`config.mk`:
```
export PLATFORM = sky130hd
export DESIGN_NAME = mux8_rr_arbiter
export DESIGN_NICKNAME = d
export VERILOG_FILES = /design/src/rtl/arb_pkg.sv /design/src/rtl/rr_pick8.sv /design/src/rtl/mux8_rr_arbiter.sv
export SDC_FILE = /design/constraint.sdc
export NUM_CORES = 1
export LEC_CHECK = 0
export ABC_AREA = 1
export BUFFER_PORTS_ARGS = -buffer_cell sky130_fd_sc_hd__buf_2
export CORE_MARGIN = 5
export CORE_UTILIZATION = 40
export CTS_BUF_LIST = sky130_fd_sc_hd__clkbuf_16
export CTS_CLUSTER_DIAMETER = 50
export DETAILED_ROUTE_END_ITERATION = 10
export PLACE_DENSITY = 0.82
export SETUP_SLACK_MARGIN = 0.2
export SLEW_MARGIN = 20
export SYNTH_ARGS = -nofsm -noshare
export SYNTH_HDL_FRONTEND = slang
export SYNTH_HIERARCHICAL = 1
export SYNTH_SLANG_ARGS = --single-unit
```
`constraint.sdc`:
```
create_clock -name clk -period 9.49 [get_ports clk]
set_input_delay 1.4235 -clock clk [delete_from_list [all_inputs] [get_ports clk]]
set_output_delay 1.4235 -clock clk [all_outputs]
set_load 0.01 [all_outputs]
```
`src/rtl/arb_pkg.sv`:
```
// Shared types and constants for the 8-way round-robin arbiter.
// Requester count and select width are fixed; data width has a default only.
package arb_pkg;

    localparam int unsigned N_REQ      = 8;
    localparam int unsigned SEL_W      = 3;
    localparam int unsigned DEF_DATA_W = 8;

    typedef enum logic {
        StIdle,
        StHold
    } state_e;

    typedef logic [N_REQ-1:0][DEF_DATA_W-1:0] req_data_t;

endpackage

```
`src/rtl/rr_pick8.sv`:
```
// Combinational round-robin pick: rotate requests so ptr sits at bit 0,
// find the lowest set bit, then add ptr back to get the absolute index.
module rr_pick8
    import arb_pkg::*;
(
    input  logic [N_REQ-1:0] req_i,
    input  logic [SEL_W-1:0] ptr_i,
    output logic [SEL_W-1:0] winner_o,
    output logic             any_o
);

    logic [2*N_REQ-1:0] dbl;
    logic [N_REQ-1:0]   rot;
    logic [SEL_W-1:0]   off;

    always_comb begin
        dbl = {req_i, req_i};
        rot = dbl[ptr_i +: N_REQ];
        off = '0;
        // Scan downwards so the lowest set bit is the one that sticks.
        for (int i = N_REQ - 1; i >= 0; i--) begin
            if (rot[i]) begin
                off = SEL_W'(i);
            end
        end
        winner_o = ptr_i + off;
        any_o    = |req_i;
    end

endmodule

```
`src/rtl/mux8_rr_arbiter.sv`:
```
// Eight-requester round-robin arbiter feeding a one-entry output register
// with valid/ready handshakes on both sides.
module mux8_rr_arbiter
    import arb_pkg::*;
#(
    parameter int unsigned DATA_W = DEF_DATA_W
) (
    input  logic                          clk,
    input  logic                          rst,
    input  logic [N_REQ-1:0]              req,
    input  logic [N_REQ-1:0][DATA_W-1:0]  req_data,
    output logic [N_REQ-1:0]              gnt,
    output logic                          out_valid,
    output logic [DATA_W-1:0]             out_data,
    output logic [SEL_W-1:0]              out_sel,
    input  logic                          out_ready
);

    state_e              state_q, state_d;
    logic [SEL_W-1:0]    ptr_q, ptr_d;
    logic                out_valid_q, out_valid_d;
    logic [DATA_W-1:0]   out_data_q, out_data_d;
    logic [SEL_W-1:0]    out_sel_q, out_sel_d;

    logic [SEL_W-1:0]    winner;
    logic                any;
    logic                cap_en;
    logic                cap;

    rr_pick8 u_pick (
        .req_i    (req),
        .ptr_i    (ptr_q),
        .winner_o (winner),
        .any_o    (any)
    );

    always_comb begin
        cap_en = (state_q == StIdle) || ((state_q == StHold) && out_ready);
        // Reset suppresses the grant so no requester believes it transferred.
        cap    = cap_en && any && !rst;
        gnt    = cap ? (N_REQ'(1) << winner) : '0;

        state_d     = state_q;
        ptr_d       = ptr_q;
        out_valid_d = out_valid_q;
        out_data_d  = out_data_q;
        out_sel_d   = out_sel_q;

        if (cap) begin
            out_data_d  = req_data[winner];
            out_sel_d   = winner;
            ptr_d       = winner + SEL_W'(1);
            state_d     = StHold;
            out_valid_d = 1'b1;
        end else if ((state_q == StHold) && out_ready) begin
            state_d     = StIdle;
            out_valid_d = 1'b0;
        end
    end

    always_ff @(posedge clk) begin
        if (rst) begin
            state_q     <= StIdle;
            ptr_q       <= '0;
            out_valid_q <= 1'b0;
            out_data_q  <= '0;
            out_sel_q   <= '0;
        end else begin
            state_q     <= state_d;
            ptr_q       <= ptr_d;
            out_valid_q <= out_valid_d;
            out_data_q  <= out_data_d;
            out_sel_q   <= out_sel_d;
        end
    end

    assign out_valid = out_valid_q;
    assign out_data  = out_data_q;
    assign out_sel   = out_sel_q;

endmodule

```
; Word level (Yosys, flattened, before mapping)
; Cells that the tools add are included.
[totals]
ff_bits = 15
word_cells = 30
in_bits = 75
output_inout_bits = 20
[classes]
mux = 13
n_lt_le_gt_ge = 1
bitwise_logic = 1
shifts = 2
n_reduce_logical = 7
addsub = 2
[ops]
columns = operator, count
row1 = 8-bit binary-select mux with 3-bit select, 1
row2 = 3-bit two-way mux, 8
row3 = 8-bit two-way mux, 2
row4 = 16-bit by 4-bit variable part select with 8-bit output, 1
row5 = 8-bit OR reduction, 1
row6 = "1-bit by 3-bit << shifter with 8-bit output, first input constant", 1
row7 = "3-bit by 4-bit < comparator with 1-bit output, second input constant", 1
row8 = "3-bit by 1-bit adder with 3-bit output, second input constant", 1
row9 = 3-bit adder, 1
row10 = 1-bit logical AND, 3
row11 = 1-bit two-way mux, 2
row12 = 2-bit nonzero test, 1
row13 = 1-bit zero test, 1
row14 = 1-bit logical OR, 1
row15 = 1-bit NOT, 1

; Logic depth before layout (Yosys ltp)
; Gate-level depths: netlist of the first run.
[logic_depth]
word_depth = 12
depth_mapped = 26
mapped_depth_nobuf = 25

; By module
; Netlist of the first run, hierarchy kept.
[modules_own_cells]
columns = module, n_inst, seq_area_each_um2, cells_each, area_each_um2
row1 = mux8_rr_arbiter, 1, 300.3, 296, 1565.3
row2 = rr_pick8, 1, 0.0, 98, 531.8

; Worst setup path before layout of the first run
; No wires, ideal clock.
[synth_path]
path_type = input to output
from = input port req[5]
to = output port gnt[4]
arrival_ns = 3.607
t_required_ns = 8.067
path_buffers = 0
path_slack_ns = 4.459
stages = 22
path_cell_list = nand2_1 nand3_2 nand2_2 nand2_1 nand2_1 nand2_1 nand2_1 nand2_1 nand2_1 nand2_1 a21oi_1 ha_1 inv_1 fa_1 xor2_1 nand3b_1 nand2_1 inv_1 inv_1 nor2_4 inv_1 nor2_1
[synth_via]
elab_chain_len = 12
elab_cells_between_ends = 15
classes_between = 1 x add/sub / 2 x shift / 9 x mux / 3 x reduce/logical
[synth_lines]
columns = element, line
row1 = "start, declared", mux8_rr_arbiter.sv:10  ; input logic [N_REQ-1:0] req,
row2 = 16-bit by 4-bit variable part select with 8-bit output (*), rr_pick8.sv:18  ; rot = dbl[ptr_i +: N_REQ];
row3 = 3-bit two-way mux (7 in a row), rr_pick8.sv:22  ; if (rot[i]) begin
row4 = 3-bit two-way mux (*), rr_pick8.sv:22
row5 = 3-bit adder (*), rr_pick8.sv:26  ; winner_o = ptr_i + off;
row6 = via winner[2], mux8_rr_arbiter.sv:25  ; logic [SEL_W-1:0] winner;
row7 = 1-bit by 3-bit << shifter with 8-bit output (*), mux8_rr_arbiter.sv:41  ; gnt = cap ? (N_REQ'(1) << winner) : '0;
row8 = 8-bit two-way mux (*), mux8_rr_arbiter.sv:41
row9 = "end, declared", mux8_rr_arbiter.sv:12  ; output logic [N_REQ-1:0] gnt,
; The timed path passes the listed nets; every way through them passes the cells marked *.

; Worst setup path in the final report of the first run
[layout_path]
from = input port req[5]
to = output port gnt[3]
; The elaborated chain is that of the path after synthesis.

==> impl_summary.txt, run 1 <==
----------------------------------------------------
[STA]
  Worst hold slack ... around 480 ps
  Worst slew pin tran ... a little under 700 ps
  Layout Skew ... between 1 and 1.5 ps
  Number of hold violations in the final report ... 0
  Final count of negative-setup-slack endpoints ... 0
  Setup repair after global routing missed its margin ... no
  Final min period ... between 5000 and 6000 ps
  Max-slew violations ... 0
  Crit share post-route ... approximately 60%
  Final total negative setup slack ... 0 ps
  Achievable Freq ... 176 MHz
  Slew headroom ... 54.8%

[Global routing]
  Initial antenna violation count ... 0
  Number of global-route vias before repair ... 2241
  Largest net degree at the start of global routing ... 37
  Global route overflow ... 0
  Total routing usage reported by global routing ... 16.2%
  First-pass GRT wire length ... 8940 microns

[Drt]
  Met1 wire length ... around 2300 microns
  Residual antenna-violating net count after detailed routing ... 0
  Routed wl met3 ... between 400 and 500 microns
  Vias ... 2518
  Top routing layer in use ... met4
  DRT Pass-1 Iters ... 5
  Violation count after the first detailed-routing iteration ... between 100 and 150
  Post-route DRC ... 0
  Routed length per instance ... 9.96 microns
  Total length of routed wires ... 5450 microns
  Avg Vias per Cell ... approximately 4.6
  Routed length on met2 ... 2640 microns

[Synth]
  Fraction of the yosys area taken by sequential cells ... between 10 and 15%
  Yosys warning count ... 6
  Complex-gate fraction of the synthesized area ... 2.45%
  Asr flop ratio synth ... 0%
  Combinational family with the most area after synthesis ... simple AND/OR/NAND/NOR gates
  Synthesized area ... 2100 sq um
  Dominant register cell in the synthesized netlist ... sky130_fd_sc_hd__dfxtp_1
  Number of nets produced by synthesis ... 477
  Xor-xnor portion of the synthesized cell area ... 0.418%
  EDFF count, synth ... 0
  Synthesized-area fraction occupied by and/or/nand/nor cells ... 54.2%
  Cells after Synth ... 394
  Post-synthesis cell type count ... 26
  Average cell area after synthesis ... between 5 and 6 sq um
  Post-Synth Adder-Cell Area ... 5.13%
  Flop and latch count out of synthesis ... 15
  Share of cell area taken by muxes after synthesis ... 0%

[Pwr]
  Switching share of total power ... between 50% and 60%
  Seq pwr share ... 11.4%
  Power Total ... 0.000912 W
  IR Drop Worst-Case VDD ... 0.157 mV
  Power Internal ... approximately 0.00039 W
  Power per standard cell area ... approximately 350 nW/um^2
  Share of power burned in the clock network ... approximately 9%
  Combinational share of power ... 79.6%
  Leakage power figure ... 1.72 nW
  Net switching power of the design ... 0.000526 W

[Die]
  Die outline height ... between 80 and 90 microns
  Ports placed on the boundary ... 95
  Effective utilization at floorplan ... 41.1%
  Core area ... a little over 5000 sq um
  Die area ... 6790 sq um
  Die W ... between 80 and 90 microns
  Standard-cell rows ... 26

[Layout]
  Most frequent cells in the layout ... sky130_fd_sc_hd__nand2_1 (160), sky130_fd_sc_hd__buf_2 (94), sky130_fd_sc_hd__inv_1 (87)
  Area Growth Syn to Fin ... 24.3%
  Commonest non-fill, non-tap cell in the layout ... sky130_fd_sc_hd__nand2_1
  Antenna cell count ... 0
  Layout cells sized above 1 ... 26.6%
  Final core utilization ... 51.0%
  Nets ... between 500 and 600
  Filler cells ... 539

[Clocking]
  Resized cells post-CTS ... 0
  Total CTS buffers ... 3
  Clock tree from TritonCTS ... yes
  Reg clk slew, reported paths ... 50 ps
  # Post-CTS Setup Buffers ... 0
  Root buf cell ... sky130_fd_sc_hd__clkbuf_16
  Clock latency of the later-clocked register in the worst-skew pair ... 250 ps
  Hold bufs inserted after CTS ... 0
  H-tree depth ... 1
  Num Clock Sinks ... 15
  Clock Path Buffers ... 2

[Placed design]
  Input/output buffers ... 94
  Routability Congestion ... about 0.86
  Detailed Place HPWL ... around 4400 microns

[Critical path]
  Cell family with most CP delay ... adder cells
  Crit path max fanout ... 19
  Crit-path cells ... buf_2, nand2_1, nand3_2, nand2_2, nand2_1, nand2_1, nand2_1, nand2_1, nand2_1, nand2_1, nand2_1, a21oi_1, ha_2, inv_1, fa_1, inv_1, ha_1, ha_1, inv_1, nor2_1, buf_2
  Crit path launch type ... input port
  Maximum single-stage delay on the critical path ... slightly above 500 ps
  Cell with the largest stage delay on the worst path ... sky130_fd_sc_hd__inv_1
  WS Path Type ... in2out
  Required time worst endpoint ... 8070 ps
  Critical path buffers and inverters ... 5
  Most numerous cell on the critical path ... sky130_fd_sc_hd__nand2_1
  Arrival time reported for the critical path endpoint ... 4250 ps
  Critical Path End Type ... output pin

[Outcome]
  Outcome ... finished, final reports clean

[Worst hold path]
  Min-Delay Path Class ... reg2reg

[Run]
  Number of maximum-capacitance violations ... 0

----------------------------------------------------
synth_stat cells, types with 2 or more instances:
| master | instances | area, sq um |
|---|---|---|
| sky130_fd_sc_hd__nand2_1 | 160 | 601 |
| sky130_fd_sc_hd__inv_1 | 87 | 327 |
| sky130_fd_sc_hd__nand3_1 | 60 | 300 |
| sky130_fd_sc_hd__dfxtp_1 | 15 | 300 |
| sky130_fd_sc_hd__nand2_2 | 12 | 75.1 |
| sky130_fd_sc_hd__nor2_1 | 9 | 33.8 |
| sky130_fd_sc_hd__buf_6 | 7 | 78.8 |
| sky130_fd_sc_hd__ha_1 | 7 | 87.6 |
| sky130_fd_sc_hd__buf_4 | 5 | 37.5 |
| sky130_fd_sc_hd__nand3_2 | 5 | 50.1 |
| sky130_fd_sc_hd__o21ai_0 | 5 | 25.0 |
| sky130_fd_sc_hd__buf_2 | 3 | 15.0 |
| sky130_fd_sc_hd__inv_4 | 3 | 18.8 |
| sky130_fd_sc_hd__a21oi_1 | 2 | 10.0 |
| sky130_fd_sc_hd__nor2_4 | 2 | 22.5 |
| sky130_fd_sc_hd__nor4_1 | 2 | 12.5 |
through the flow:
step / worst slack [ps] / std cells / cell area, sq um
floorplan: 4460 / 394 / 2100
global placement: 3920 / 543 / 2520
detailed placement: 3820 / 543 / 2520
CTS: 3820 / 547 / 2600
global route: 3520 / 547 / 2610
finish: 3820 / 547 / 2610
sequential cells by signal, summed over array words and instances, names as in the netlist:
signal     count
out_data       8
out_sel        3
out_valid      1
ptr_q          3
path summary, 6_finish.rpt:
path	cells after the start	from	slack, ps	end
setup reg to reg	23	ptr_q[0]	6010	out_data[2]
hold / removal	2	out_sel[1]	480	out_sel[1]
hold reg to reg	2	out_sel[1]	480	out_sel[1]
setup / recovery	21	req[5]	3820	gnt[3]
worst min-delay path, stage by stage (launching register included):
cell	delay [ps]
sky130_fd_sc_hd__dfxtp_1	320
sky130_fd_sc_hd__nand3_1	60
sky130_fd_sc_hd__o21ai_0	60
power groups by stage:
stage	Combinational, W	Sequential (W)	Clock [W]
after floorplan	0.000665	0.0000975	0
after global placement	0.000711	0.000104	0
after detailed placement	0.000725	0.000105	0
after CTS	0.000728	0.000104	0.0000836
after global routing	0.000837	0.000107	0.0000866
final	0.000726	0.000104	0.0000824
logic make-up (layout without fill, tap and decap cells):
logic type | after synthesis | in the layout
AO/OA/AOI/OAI | 9 | 9
flip-flops | 15 | 15
AND/OR/NAND/NOR | 254 | 254
XOR/XNOR | 1 | 1
buffers and inverters | 107 | 190
adder cells (fa/ha/maj) | 8 | 8
final cells by class:
type	count	area (sq um)	share of cell area, %
multi-input cells	272	1310	50.2
repair buffers	94	470	18.1
inverters	92	360	13.8
flip-flops and latches	15	300	11.5
well taps	70	87.6	3.36
clock buffers	3	75.1	2.88
clock inverters	1	5.00	0.192
per-layer routing:
metal	vias to the layer above	track usage [%]
li1	1331	-
met2	90	30.2
met1	1091	19.6
met3	6	3.25
met5	-	0
met4	0	1.83
Power figures use the tool's default switching activity.
==> inputs of run 2 (changes only) <==
--- a/config.mk
+++ b/config.mk
@@ -12,7 +12,7 @@
 export CTS_BUF_LIST = sky130_fd_sc_hd__clkbuf_16
 export CTS_CLUSTER_DIAMETER = 50
 export DETAILED_ROUTE_END_ITERATION = 10
-export PLACE_DENSITY = 0.82
+export PLACE_DENSITY = 0.85
 export SETUP_SLACK_MARGIN = 0.2
 export SLEW_MARGIN = 20
 export SYNTH_ARGS = -nofsm -noshare
==> constraint.sdc (replaced) <==
create_clock -name clk -period 5 [get_ports clk]
set_input_delay 0.75 -clock clk [delete_from_list [all_inputs] [get_ports clk]]
set_output_delay 0.75 -clock clk [all_outputs]
set_load 0.01 [all_outputs]
==> run 2 against run 1 <==
Against the previous run:
- register-to-register slack worse by 4300 ps
- utilization rose by 0.22 points
- via count increased by 0.60%
- critical endpoint is now gnt[4]
- hold slack better by 20 ps
- cell area rose by 0.43%
- clock skew rose by 2.8 ps
- clock power is 83% higher
- critical path depth grew 3
- largest cell class unchanged
- critical path type is now reg2out
- sequential power increased by 90%
==> impl_summary.txt, run 2 (synthesized netlist as in run 1, its figures left out) <==
----------------------------------------------------
[Outcome]
  Outcome ... finished, final reports clean

[Pwr]
  Net switching power of the design ... 0.00104 W
  Share of power burned in the clock network ... 8.4%
  Leakage power figure ... 1.74 nW
  IR Drop Worst-Case VDD ... between 0.4 and 0.5 mV
  Switching share of total power ... 57.8%
  Power per standard cell area ... 684 nW/um^2
  Combinational share of power ... about 81%
  Power Internal ... 0.000754 W
  Seq pwr share ... 11.1%

[Clocking]
  H-tree depth ... 1
  Clock Path Buffers ... 2
  Num Clock Sinks ... 15
  Hold bufs inserted after CTS ... 0
  Total CTS buffers ... 3
  Reg clk slew, reported paths ... 40 ps
  Clock latency of the later-clocked register in the worst-skew pair ... 240 ps
  Root buf cell ... sky130_fd_sc_hd__clkbuf_16
  Resized cells post-CTS ... 0
  Clock tree from TritonCTS ... yes
  # Post-CTS Setup Buffers ... 0

[Critical path]
  Required time worst endpoint ... roughly 4300 ps
  Crit-path cells ... inv_8, nand2_2, nand3_2, nand2_1, nand2_1, nand2_1, nand2_1, nand2_1, nand2_1, nand2_1, nand2_1, a21oi_1, ha_1, inv_1, fa_1, xor2_1, nand3b_1, nand2_1, inv_1, inv_1, nor2_4, inv_1, nor2_1, buf_2
  Most numerous cell on the critical path ... sky130_fd_sc_hd__nand2_1
  Critical Path End Type ... output pin
  WS Path Type ... reg2out
  Cell family with most CP delay ... simple AND/OR/NAND/NOR gates
  Crit path launch type ... register
  Arrival time reported for the critical path endpoint ... 3600 ps
  Crit path max fanout ... 11
  Maximum single-stage delay on the critical path ... 640 ps
  Cell with the largest stage delay on the worst path ... sky130_fd_sc_hd__dfxtp_1
  Critical path buffers and inverters ... 6

[Placed design]
  Routability Congestion ... 0.936
  Place WS ... 756 ps
  Input/output buffers ... 94
  Post-Place Cell Area ... 2540 sq um
  Detailed Place HPWL ... around 4700 microns

[Layout]
  Final core utilization ... 51.2%
  Antenna cell count ... 0
  Area used by multi-input combinational logic ... 1310 sq um
  Filler cells ... 534
  Post-Layout Inst Area ... 2620 sq um
  Layout cells sized above 1 ... 26.5%
  Flip-flop and latch area ... ~300 sq um
  Max reg flops ... 8
  Most frequent cells in the layout ... sky130_fd_sc_hd__nand2_1 (160), sky130_fd_sc_hd__buf_2 (94), sky130_fd_sc_hd__inv_1 (88)
  Area Growth Syn to Fin ... 24.8%
  Nets ... 563
  Commonest non-fill, non-tap cell in the layout ... sky130_fd_sc_hd__nand2_1

[Global routing]
  Met3 GRT Util ... 4.45%
  Met2 Use GR ... roughly 33%
  Met1 routing resource usage after global routing ... 19.5%
  Global route overflow ... 0
  Largest net degree at the start of global routing ... 36
  Number of global-route vias before repair ... 2348
  Layer carrying the most global-route usage ... met2
  Total routing usage reported by global routing ... 17.4%
  First-pass GRT wire length ... 9510 microns
  Initial antenna violation count ... 0

[Die]
  Effective utilization at floorplan ... 41.1%
  Die outline height ... 82.4 microns
  Die W ... 82.4 microns
  Standard-cell rows ... 26
  Ports placed on the boundary ... 95
  Die area ... 6790 sq um
  Core area ... 5110 sq um

[STA]
  Number of hold violations in the final report ... 0
  Layout Skew ... 4.23 ps
  Worst hold slack ... a little under 500 ps
  Max-slew violations ... 0
  Achievable Freq ... 230 MHz
  Worst slew pin tran ... approximately 620 ps
  Setup slack after layout ... 646 ps
  Final min period ... ~4400 ps
  Final total negative setup slack ... 0 ps
  Slew headroom ... 58.7%
  Setup repair after global routing missed its margin ... no
  Crit share post-route ... 87.1%
  Final count of negative-setup-slack endpoints ... 0

[Worst hold path]
  Min-Delay Path Class ... reg2reg

[Drt]
  Avg Vias per Cell ... around 4.6
  Post-route DRC ... 0
  Routed length per instance ... roughly 11 microns
  Total length of routed wires ... around 5800 microns
  Violation count after the first detailed-routing iteration ... approximately 170
  Vias ... 2533
  DRT Pass-1 Iters ... 4
  Residual antenna-violating net count after detailed routing ... 0

[Run]
  Number of maximum-capacitance violations ... 0

----------------------------------------------------
run 2: changes by cell type in the layout (fill, tap and decap cells not counted), sizes merged:
cell,previous run,this run
buf,94,96
clkinv,1,0
inv,92,93
run 2: per-layer routing:
layer  up-vias  routed length [microns]  part of all wire (%)
met5         -                        0                     0
met4         0                       68                   1.2
met3         8                      430                   7.4
met2        81                     2900                    50
met1      1111                     2400                    41
li1       1333                        -                     -
run 2: final timing paths:
path | start | endpoint | slack, ps | cells past startpoint
hold / removal | out_sel[0] | out_sel[0] | 500 | 2
setup / recovery | ptr_q[0] | gnt[4] | 650 | 24
setup reg to reg | ptr_q[0] | out_data[4] | 1730 | 25
hold reg to reg | out_sel[0] | out_sel[0] | 500 | 2
run 2: area by class of cell:
class                      instances  share of cell area (%)
clock buffer                       3                    2.87
clock inverter                     1                   0.143
inverter                          92                    13.8
multi-input combinational        272                    49.9
sequential                        15                    11.5
tap                               70                    3.35
timing repair buffer              96                    18.5
run 2: power by group through the flow:
stage	Sequential [W]	Combinational, W	Clock (W)
final	0.000198	0.00144	0.000151
after global routing	0.000205	0.00164	0.000162
after CTS	0.000198	0.00143	0.000152
after detailed placement	0.000200	0.00143	0
after global placement	0.000198	0.00141	0
after floorplan	0.000185	0.00126	0
run 2: metrics by stage:
| step | std cells | power [W] |
|---|---|---|
| after floorplan | 394 | 0.00145 |
| after global placement | 545 | 0.00161 |
| after detailed placement | 545 | 0.00163 |
| after CTS | 549 | 0.00178 |
| after global routing | 549 | 0.00201 |
| final | 549 | 0.00179 |
run 2: worst min-delay path: stages, from the launching register on:
cell and delay, ps:
sky130_fd_sc_hd__dfxtp_1 320, sky130_fd_sc_hd__nand3_1 70, sky130_fd_sc_hd__o21ai_0 70
